[src/rtl/servo_pwm_pkg.sv]
// Shared timing constants and FSM encoding for the servo PWM generator/decoder pair.
package servo_pwm_pkg;

  localparam int unsigned CyclesPerMs = 50000;
  localparam int unsigned Duty1       = 50000;
  localparam int unsigned Duty2       = 125000;
  localparam int unsigned Period      = 1000000;

  typedef enum logic [1:0] {
    IDLE = 2'd0,
    HIGH = 2'd1,
    LOW  = 2'd2
  } pwm_state_e;

  // Increment that sticks at all-ones instead of wrapping.
  function automatic logic [31:0] sat_inc(input logic [31:0] v);
    return (v == '1) ? v : v + 32'd1;
  endfunction

endpackage

[src/rtl/pwm_edge_sync.sv]
// Two-flop synchronizer for the asynchronous PWM line plus a previous-sample
// flop, giving a clean level and single-cycle rise/fall indications.
module pwm_edge_sync (
  input  logic Clk,
  input  logic Reset,
  input  logic PwmIn,
  output logic Level,
  output logic Rise,
  output logic Fall
);

  logic meta_q, meta_d;
  logic sync_q, sync_d;
  logic prev_q, prev_d;

  // Next-state of the synchronizer chain and history flop.
  always_comb begin
    meta_d = PwmIn;
    sync_d = meta_q;
    prev_d = sync_q;
  end

  // Synchronizer and history registers with synchronous reset.
  always_ff @(posedge Clk) begin
    if (Reset) begin
      meta_q <= 1'b0;
      sync_q <= 1'b0;
      prev_q <= 1'b0;
    end else begin
      meta_q <= meta_d;
      sync_q <= sync_d;
      prev_q <= prev_d;
    end
  end

  // Edges are derived from flop outputs only, so they are glitch-free.
  assign Level = sync_q;
  assign Rise  = sync_q & ~prev_q;
  assign Fall  = ~sync_q & prev_q;

endmodule

[src/rtl/servo_pwm_decoder.sv]
// Servo PWM receiver: measures high time and rise-to-rise period, validates
// each frame and reports width, decoded position and loss of signal.
module servo_pwm_decoder
  import servo_pwm_pkg::*;
#(
  parameter int unsigned MinWidth      = 40000,
  parameter int unsigned MaxWidth      = 135000,
  parameter int unsigned Threshold     = 87500,
  parameter int unsigned PeriodMin     = 900000,
  parameter int unsigned PeriodMax     = 1100000,
  parameter int unsigned TimeoutCycles = 2000000
) (
  input  logic        Clk,
  input  logic        Reset,
  input  logic        PwmIn,
  output logic [31:0] PulseWidth,
  output logic        PosState,
  output logic        Valid,
  output logic        FrameErr,
  output logic        SignalLost
);

  logic level, rise, fall;

  pwm_edge_sync u_edge_sync (
    .Clk   (Clk),
    .Reset (Reset),
    .PwmIn (PwmIn),
    .Level (level),
    .Rise  (rise),
    .Fall  (fall)
  );

  pwm_state_e  state_q, state_d;
  logic [31:0] high_cnt_q, high_cnt_d;
  logic [31:0] period_cnt_q, period_cnt_d;
  logic [31:0] idle_cnt_q, idle_cnt_d;
  logic [31:0] width_q, width_d;
  logic [31:0] pulse_width_q, pulse_width_d;
  logic        pos_q, pos_d;
  logic        valid_q, valid_d;
  logic        frame_err_q, frame_err_d;
  logic        lost_q, lost_d;

  logic        edge_seen, timeout, width_ok, period_ok;

  // Counters, frame FSM, range checks and output next-state.
  always_comb begin
    edge_seen = rise | fall;
    // An edge in the timeout cycle clears the idle counter and wins.
    timeout   = !edge_seen && (idle_cnt_q >= TimeoutCycles);
    width_ok  = (width_q >= MinWidth) && (width_q <= MaxWidth);
    period_ok = (period_cnt_q >= PeriodMin) && (period_cnt_q <= PeriodMax);

    if (rise) begin
      high_cnt_d = 32'd1;
    end else if (state_q == HIGH && level) begin
      high_cnt_d = sat_inc(high_cnt_q);
    end else begin
      high_cnt_d = high_cnt_q;
    end
    period_cnt_d = rise ? 32'd1 : sat_inc(period_cnt_q);
    idle_cnt_d   = edge_seen ? '0 : sat_inc(idle_cnt_q);

    state_d       = state_q;
    width_d       = width_q;
    pulse_width_d = pulse_width_q;
    pos_d         = pos_q;
    valid_d       = 1'b0;
    frame_err_d   = 1'b0;
    lost_d        = lost_q;

    if (timeout) begin
      state_d = IDLE;
      lost_d  = 1'b1;
    end else begin
      unique case (state_q)
        IDLE: if (rise) state_d = HIGH;
        HIGH: if (fall) begin
          state_d = LOW;
          width_d = high_cnt_q;
        end
        LOW: if (rise) begin
          // This rise closes the current frame and opens the next one.
          state_d = HIGH;
          if (width_ok && period_ok) begin
            valid_d       = 1'b1;
            pulse_width_d = width_q;
            pos_d         = (width_q <= Threshold);
            lost_d        = 1'b0;
          end else begin
            frame_err_d = 1'b1;
          end
        end
        default: state_d = IDLE;
      endcase
    end
  end

  // State, counter and output registers.
  always_ff @(posedge Clk) begin
    if (Reset) begin
      state_q       <= IDLE;
      high_cnt_q    <= '0;
      period_cnt_q  <= '0;
      idle_cnt_q    <= '0;
      width_q       <= '0;
      pulse_width_q <= '0;
      pos_q         <= 1'b0;
      valid_q       <= 1'b0;
      frame_err_q   <= 1'b0;
      lost_q        <= 1'b1;
    end else begin
      state_q       <= state_d;
      high_cnt_q    <= high_cnt_d;
      period_cnt_q  <= period_cnt_d;
      idle_cnt_q    <= idle_cnt_d;
      width_q       <= width_d;
      pulse_width_q <= pulse_width_d;
      pos_q         <= pos_d;
      valid_q       <= valid_d;
      frame_err_q   <= frame_err_d;
      lost_q        <= lost_d;
    end
  end

  assign PulseWidth = pulse_width_q;
  assign PosState   = pos_q;
  assign Valid      = valid_q;
  assign FrameErr   = frame_err_q;
  assign SignalLost = lost_q;

endmodule

[config.mk]
export PLATFORM = sky130hd
export DESIGN_NAME = servo_pwm_decoder
export DESIGN_NICKNAME = d
export VERILOG_FILES = /design/src/rtl/servo_pwm_pkg.sv /design/src/rtl/pwm_edge_sync.sv /design/src/rtl/servo_pwm_decoder.sv
export SDC_FILE = /design/constraint.sdc
export NUM_CORES = 1
export LEC_CHECK = 0
export ABC_CLOCK_PERIOD_IN_PS = 2100
export BUFFER_PORTS_ARGS = -buffer_cell sky130_fd_sc_hd__buf_2
export CAP_MARGIN = 20
export CORE_AREA = 2 2 151 153
export CTS_CLUSTER_DIAMETER = 100
export DETAILED_ROUTE_END_ITERATION = 7
export DIE_AREA = 0 0 153 155
export GPL_TIMING_DRIVEN = 0
export HOLD_SLACK_MARGIN = 0.12
export PLACE_DENSITY = 0.62
export SETUP_SLACK_MARGIN = 0.4
export SYNTH_ARGS = -nofsm -noshare
export SYNTH_HDL_FRONTEND = slang
export SYNTH_SLANG_ARGS = --single-unit
[constraint.sdc]
create_clock -name Clk -period 2.1 [get_ports Clk]
set_input_delay 0.21 -clock Clk [delete_from_list [all_inputs] [get_ports Clk]]
set_output_delay 0.21 -clock Clk [all_outputs]
set_load 0.1 [all_outputs]
After elaboration in Yosys (flattened, before gate mapping)
Cells that the tools add are included.
{ "op_classes": {"n_reduce_logical": 19, "n_lt_le_gt_ge": 6, "n_eq_ne": 9, "n_bitwise": 9, "addsub": 3, "muxes": 10} }
{ "op_table": {"columns": ["operator", "n"], "rows": [
  ["adder 32 x 1 -> 32 bit (second input constant)", 3],
  ["== test 32 bit (second input constant)", 3],
  ["greater-or-equal comparator 32 x 16 -> 1 bit (second input constant)", 1],
  ["greater-or-equal comparator 32 x 20 -> 1 bit (second input constant)", 1],
  ["greater-or-equal comparator 32 x 21 -> 1 bit (second input constant)", 1],
  ["less-or-equal comparator 32 x 17 -> 1 bit (second input constant)", 1],
  ["less-or-equal comparator 32 x 18 -> 1 bit (second input constant)", 1],
  ["less-or-equal comparator 32 x 21 -> 1 bit (second input constant)", 1],
  ["OR reduction 2 bit", 4],
  ["2-to-1 mux 1 bit", 7],
  ["inequality test 2 bit (second input constant)", 3],
  ["NOT 1 bit", 6],
  ["AND reduction 2 bit", 3],
  ["AND reduction 3 bit", 2],
  ["logical AND 1 bit", 5],
  ["2-to-1 mux 2 bit", 2],
  ["one-hot mux 2 bit (2 select lines)", 1],
  ["AND reduction 4 bit", 1],
  ["OR reduction 4 bit", 1],
  ["bitwise AND 1 bit", 2],
  ["== test 2 x 1 -> 1 bit (second input constant)", 1],
  ["== test 2 bit (second input constant)", 1],
  ["zero test 2 bit", 1],
  ["inequality test 2 x 1 -> 1 bit (second input constant)", 1],
  ["other kinds (3)", 3]
]} }
{ "word_totals": {"regBits": 169, "wordCells": 71, "in_bits": 3} }

Logic depth before layout (Yosys ltp)
{ "logic_depth": {"depth_word": 7, "mapped_depth": 9, "mapped_depth_nobuf": 8} }

Hierarchy
Synthesis repeated with hierarchy kept, for this count alone.
{ "hier_totals": {"hier_cells": 953, "area_unflattened_um2": 7923.8} }
{ "modules_own_cells": {"columns": ["mod", "area_per_inst_um2", "cells_each", "instances"], "rows": [
  ["servo_pwm_decoder", 7832.5, 945, 1],
  ["pwm_edge_sync", 91.3, 8, 1]
]} }

Worst setup path before layout
Ideal clock, no wire load.
{ "synth_timing": {"path_type": "flip-flop to flip-flop", "start": "register idle_cnt_q[0]", "end": "register idle_cnt_q[18]", "setup_ns": 0.128, "required_ns": 1.972, "stages_incl_launch_ff": 9, "synth_period_minus_slack_ns": 2.232, "arrival_time_ns": 2.104, "slack_ns": -0.132, "cell_sequence": "dfxtp_1 > ha_1 > nand2_1 > or4_1 > nor3_2 > buf_4 > nor3_1 > xnor2_1 > nor2_1"} }
{ "synth_via": {"elab_chain_len": 1, "word_cells_on_any_way": 2, "cone_classes": "add/sub (1); eq/ne (1)"} }
{ "synth_rtl": {"columns": ["item", "line", "rtl"], "rows": [
  ["start, declared", "servo_pwm_decoder.sv:37", "logic [31:0] idle_cnt_q, idle_cnt_d;"],
  ["start signal, assigned", "servo_pwm_decoder.sv:117", "idle_cnt_q <= idle_cnt_d;"],
  ["adder 32 x 1 -> 32 bit / == test 32 bit (equally long branches)", "servo_pwm_pkg.sv:17", "return (v == '1) ? v : v + 32'd1;"]
]} }
Several ways; a longest one is shown, not always the timed one.
A chain may end at the register's enable or synchronous reset.

Worst setup path after layout
{ "layout_timing": {"start": "register width_q[2]", "end": "register pulse_width_q[9], in the netlist PulseWidth[9]"} }
{ "layout_via": {"elab_chain_len": 4, "word_cells_on_any_way": 5, "cone_classes": "order compare (2); reduce/logical (3)"} }
{ "layout_rtl": {"columns": ["item", "line", "rtl"], "rows": [
  ["start, declared", "servo_pwm_decoder.sv:38", "logic [31:0] width_q, width_d;"],
  ["start signal, assigned", "servo_pwm_decoder.sv:118", "width_q <= width_d;"],
  ["greater-or-equal comparator 32 x 16 -> 1 bit / less-or-equal comparator 32 x 18 -> 1 bit (equally long branches)", "servo_pwm_decoder.sv:52", "width_ok = (width_q >= MinWidth) && (width_q <= MaxWidth);"],
  ["logical AND 1 bit *", "servo_pwm_decoder.sv:52", null],
  ["logical AND 1 bit *", "servo_pwm_decoder.sv:86", "if (width_ok && period_ok) begin"],
  ["AND reduction 4 bit (no source line) *", null, null],
  ["end signal, assigned", "servo_pwm_decoder.sv:119", "pulse_width_q <= pulse_width_d;"],
  ["end, declared", "servo_pwm_decoder.sv:39", "logic [31:0] pulse_width_q, pulse_width_d;"]
]} }
Mark *: on every way between the ends. The rest lies on a longest branch, timed or not.

==> run_results.csv <==
group,metric,value,unit
power_and_ir_drop,powerDensity,568,mW/mm^2
sta,hold_ws,0.299,ns
grt,grt_pass1_wl,35800,um
clock_tree,tritoncts,"built",
clock_tree,clk-insertion-delay-late,0.43,ns
synthesis,syn_nets,931,
grt,gr-usage-met1,23.1,%
synthesis,avgSynthCellArea,8.27,um^2
setup_path,critPathBufInv,2,
placed_design,port_buffers,38,
die,die_area,0.0237,mm^2
clock_tree,cts_max_level,4,
sta,worstMarginPinSlew,1.19,ns
die,die_width,153,um
drt,ant_nets,0,
placed_design,place_ws,-0.484,ns
grt,track_usage,18.4,%
grt,met3_usage,3.76,%
clock_tree,clockBufferDepth,2,
synthesis,synth_area,0.00761,mm^2
drt,drcViolationCount,0,
final_layout,finalNonFillerCells,1402,
setup_path,r2r_cells,8,
setup_path,path_cells,"or3b_1 > o311a_1 > o311ai_4 > and4b_2 > buf_6 > buf_6 > nand4_1 > a21oi_2",
grt,gr-total-overflow,0,
final_layout,area_delta_synth_final,51.0,%
drt,drt-total-wl,22900,um
synthesis,async_flop_share,0,%
sta,timing.slew.headroom,20.8,%
die,rows,55,
worst_hold_path,hold_path_end,"idle_cnt_q[22]$_SDFFE_PP0P_",
final_layout,final_layout_size_suffix_gt1_share,41.6,%
power_and_ir_drop,finalPower,6.53,mW
drt,wl_per_cell,16.4,um
final_layout,layout.nets,1115,
synthesis,synthTopCellsByCount,"169 x dfxtp_1, 111 x nand2_1, 99 x nor2_1",
setup_path,cp-startpoint,"width_q[2]$_SDFFE_PP0P_",
grt,grt_start_max_net_pins,17,
synthesis,synth_ff_type,"dfxtp_1",
synthesis,synth_seq_cells,169,
final_layout,fillers,1926,
setup_path,worstReg2RegStart,"width_q[2]$_SDFFE_PP0P_",
drt,vias,7545,
setup_path,cp_slowest_cell,"or3b_1",
sta,clock.fmax,460,MHz
setup_path,crit_arrival,2.54,ns
synthesis,yosysTopAreaCell,"dfxtp_1",
sta,rsz0062_at_grt,"yes",
sta,period_share,104,%
job,drv_cap,0,
worst_hold_path,hold_class,"input port to flip-flop",
worst_hold_path,min-delay-start,"Reset",
clock_tree,clk_pin_slew,0.07,ns
power_and_ir_drop,ir_drop,448,uV
drt,first_pass_iters,5,
sta,setup_violations,19,
placed_design,placedCellCount,1243,
drt,initialDrtViolationCount,491,
grt,busiest_layer,"met2",
setup_path,start_kind,"flip-flop",
grt,grt_use_met2,31.8,%
grt,antenna_found_initial,0,
placed_design,hpwl,13500,um
clock_tree,cts_root_buf,"clkbuf_16",
worst_hold_path,min_path_cells,3,
drt,routed_via_density,5.38,
die,start_util,34.2,%
setup_path,crit_path_frequent_cell,"buf_6",
status,status,"complete, but fails checks",
sta,slew_viol_final,0,
setup_path,crit_required,2.46,ns
die,die_y,155,um
final_layout,final_area,0.0115,mm^2
sta,hold_viol,0,
synthesis,synth_cell_types,57,
grt,grt_pass1_vias,7122,
setup_path,cp_slowest_stage_delay,0.36,ns
die,core_area,0.0222,mm^2
setup_path,crit_fanout,5,
synthesis,seq_area_frac_synth,44.5,%
sta,timing.final.ws_setup,-0.0762,ns
placed_design,gp_congestion,0.817,
synthesis,yosysTopAreaCellShare,44.5,%
placed_design,place_area,0.00854,mm^2
status,failed_checks,"setup timing",
synthesis,postSynthCellCount,920,
setup_path,reg2reg_slack,-0.08,ns
setup_path,path_class,"flip-flop to flip-flop",
clock_tree,clock-sinks,169,
die,ioPinCount,39,
power_and_ir_drop,leakage,4.10,nW
sta,min_period,2.18,ns
synthesis,ys_warn_count,0,
setup_path,r2r_end,"PulseWidth[9]$_SDFFE_PP0P_",
sta,skew,0.00967,ns
setup_path,crit_path_end_kind,"flip-flop",
synthesis,yosysMostFrequentCell,"dfxtp_1",
synthesis,synth_edf_count,0,
synthesis,synth_area_leaders,"dfxtp_1 44%, nand2_1 5.5%, xnor2_1 5.1%",
clock_tree,cts-buffers-inserted,17,
final_layout,num_antenna_cells,0,
setup_path,critPathTopFamily,"simple AND/OR/NAND/NOR gates",
-- logic make-up (layout without fill, tap and decap cells) --
family | count (synthesis) | count (layout) | synth area share, %
AOI/OAI and AO/OA | 152 | 152 | 11.6
xor gates and xnor gates | 75 | 75 | 8.63
adders and majority gates | 8 | 8 | 1.32
buffers and inverters | 72 | 269 | 3.83
DFF | 169 | 169 | 44.5
muxes | 1 | 1 | 0.148
and+or+nand+nor | 443 | 443 | 30.0
-- worst max-delay path by stage --
stage                                   to  depth (start not counted)  slack (ns)
2_1_floorplan  PulseWidth[24]$_SDFFE_PP0P_                          7       0.001
3_3_place_gp   PulseWidth[23]$_SDFFE_PP0P_                          7       -0.47
3_5_place_dp   PulseWidth[28]$_SDFFE_PP0P_                          7       -0.48
4_1_cts              PosState$_SDFFE_PP0P_                          6       -0.08
5_1_grt         PulseWidth[9]$_SDFFE_PP0P_                          8       -0.17
6_report        PulseWidth[9]$_SDFFE_PP0P_                          8       -0.08
-- final cells by class --
type,count,area [um^2],area share [%]
buffer,53,442,3.84
clock buffer,20,437,3.80
clock inverter,12,140,1.22
inverter,19,71.3,0.620
multi-input combinational,679,5130,44.6
sequential,169,3570,31.1
tap,285,357,3.10
timing repair buffer,165,1350,11.7
-- timing repair --
item	in CTS	in global routing
pin swaps	115	87
hold buffers	1	0
resized for setup	245	127
setup buffers	83	36
gates cloned	5	2
endpoints found under the setup margin	155	162
hold endpoints to repair	1	0
-- through the flow --
step                utilization, %  TNS, ns
detailed placement            38.4   -17.21
global route                  51.7    -3.53
CTS                           48.5    -1.72
finish                        51.7   -0.617
global placement              38.4   -17.86
floorplan                        -        0
-- metal layers --
layer	up-vias	wire length [um]
met5	-	0
met4	0	448
met3	42	940
met2	180	11500
met1	3674	10000
li1	3649	-
-- tightest hold or removal path: cells and delay by family --
family | cells | cell delay (ns)
and+or+nand+nor | 1 | 0.23
AOI/OAI and AO/OA | 1 | 0.10
buffers and inverters | 1 | 0.16
-- flip-flops by register name, summed over array words and instances (netlist names), 2 cells and up --
name / count
PulseWidth: 32
high_cnt_q: 32
idle_cnt_q: 32
state_q: 2
period_cnt_q: 32
width_q: 32
-- layout by cell type (no fill, tap or decap), types with 16 or more instances in the layout --
cell,Yosys,layout
dfxtp_1,169,90
nor2_1,99,93
dfxtp_4,0,35
dfxtp_2,0,44
nor3_4,0,25
xnor2_1,44,40
buf_4,3,95
xor2_1,31,31
buf_6,1,28
o21ai_0,39,22
inv_1,19,18
nand3_1,28,19
nand2_1,111,105
clkbuf_1,44,16
clkbuf_16,0,18
a21oi_1,76,60
buf_2,2,38
nand4_1,55,55
-- power by group --
| part | internal, mW | switching, mW | leakage (nW) |
|---|---|---|---|
| logic | 0.0645 | 0.134 | 2.41 |
| registers | 3.18 | 0.0170 | 1.41 |
| clock network | 1.77 | 1.37 | 0.272 |
No activity file was read; power rests on OpenSTA's default activity.
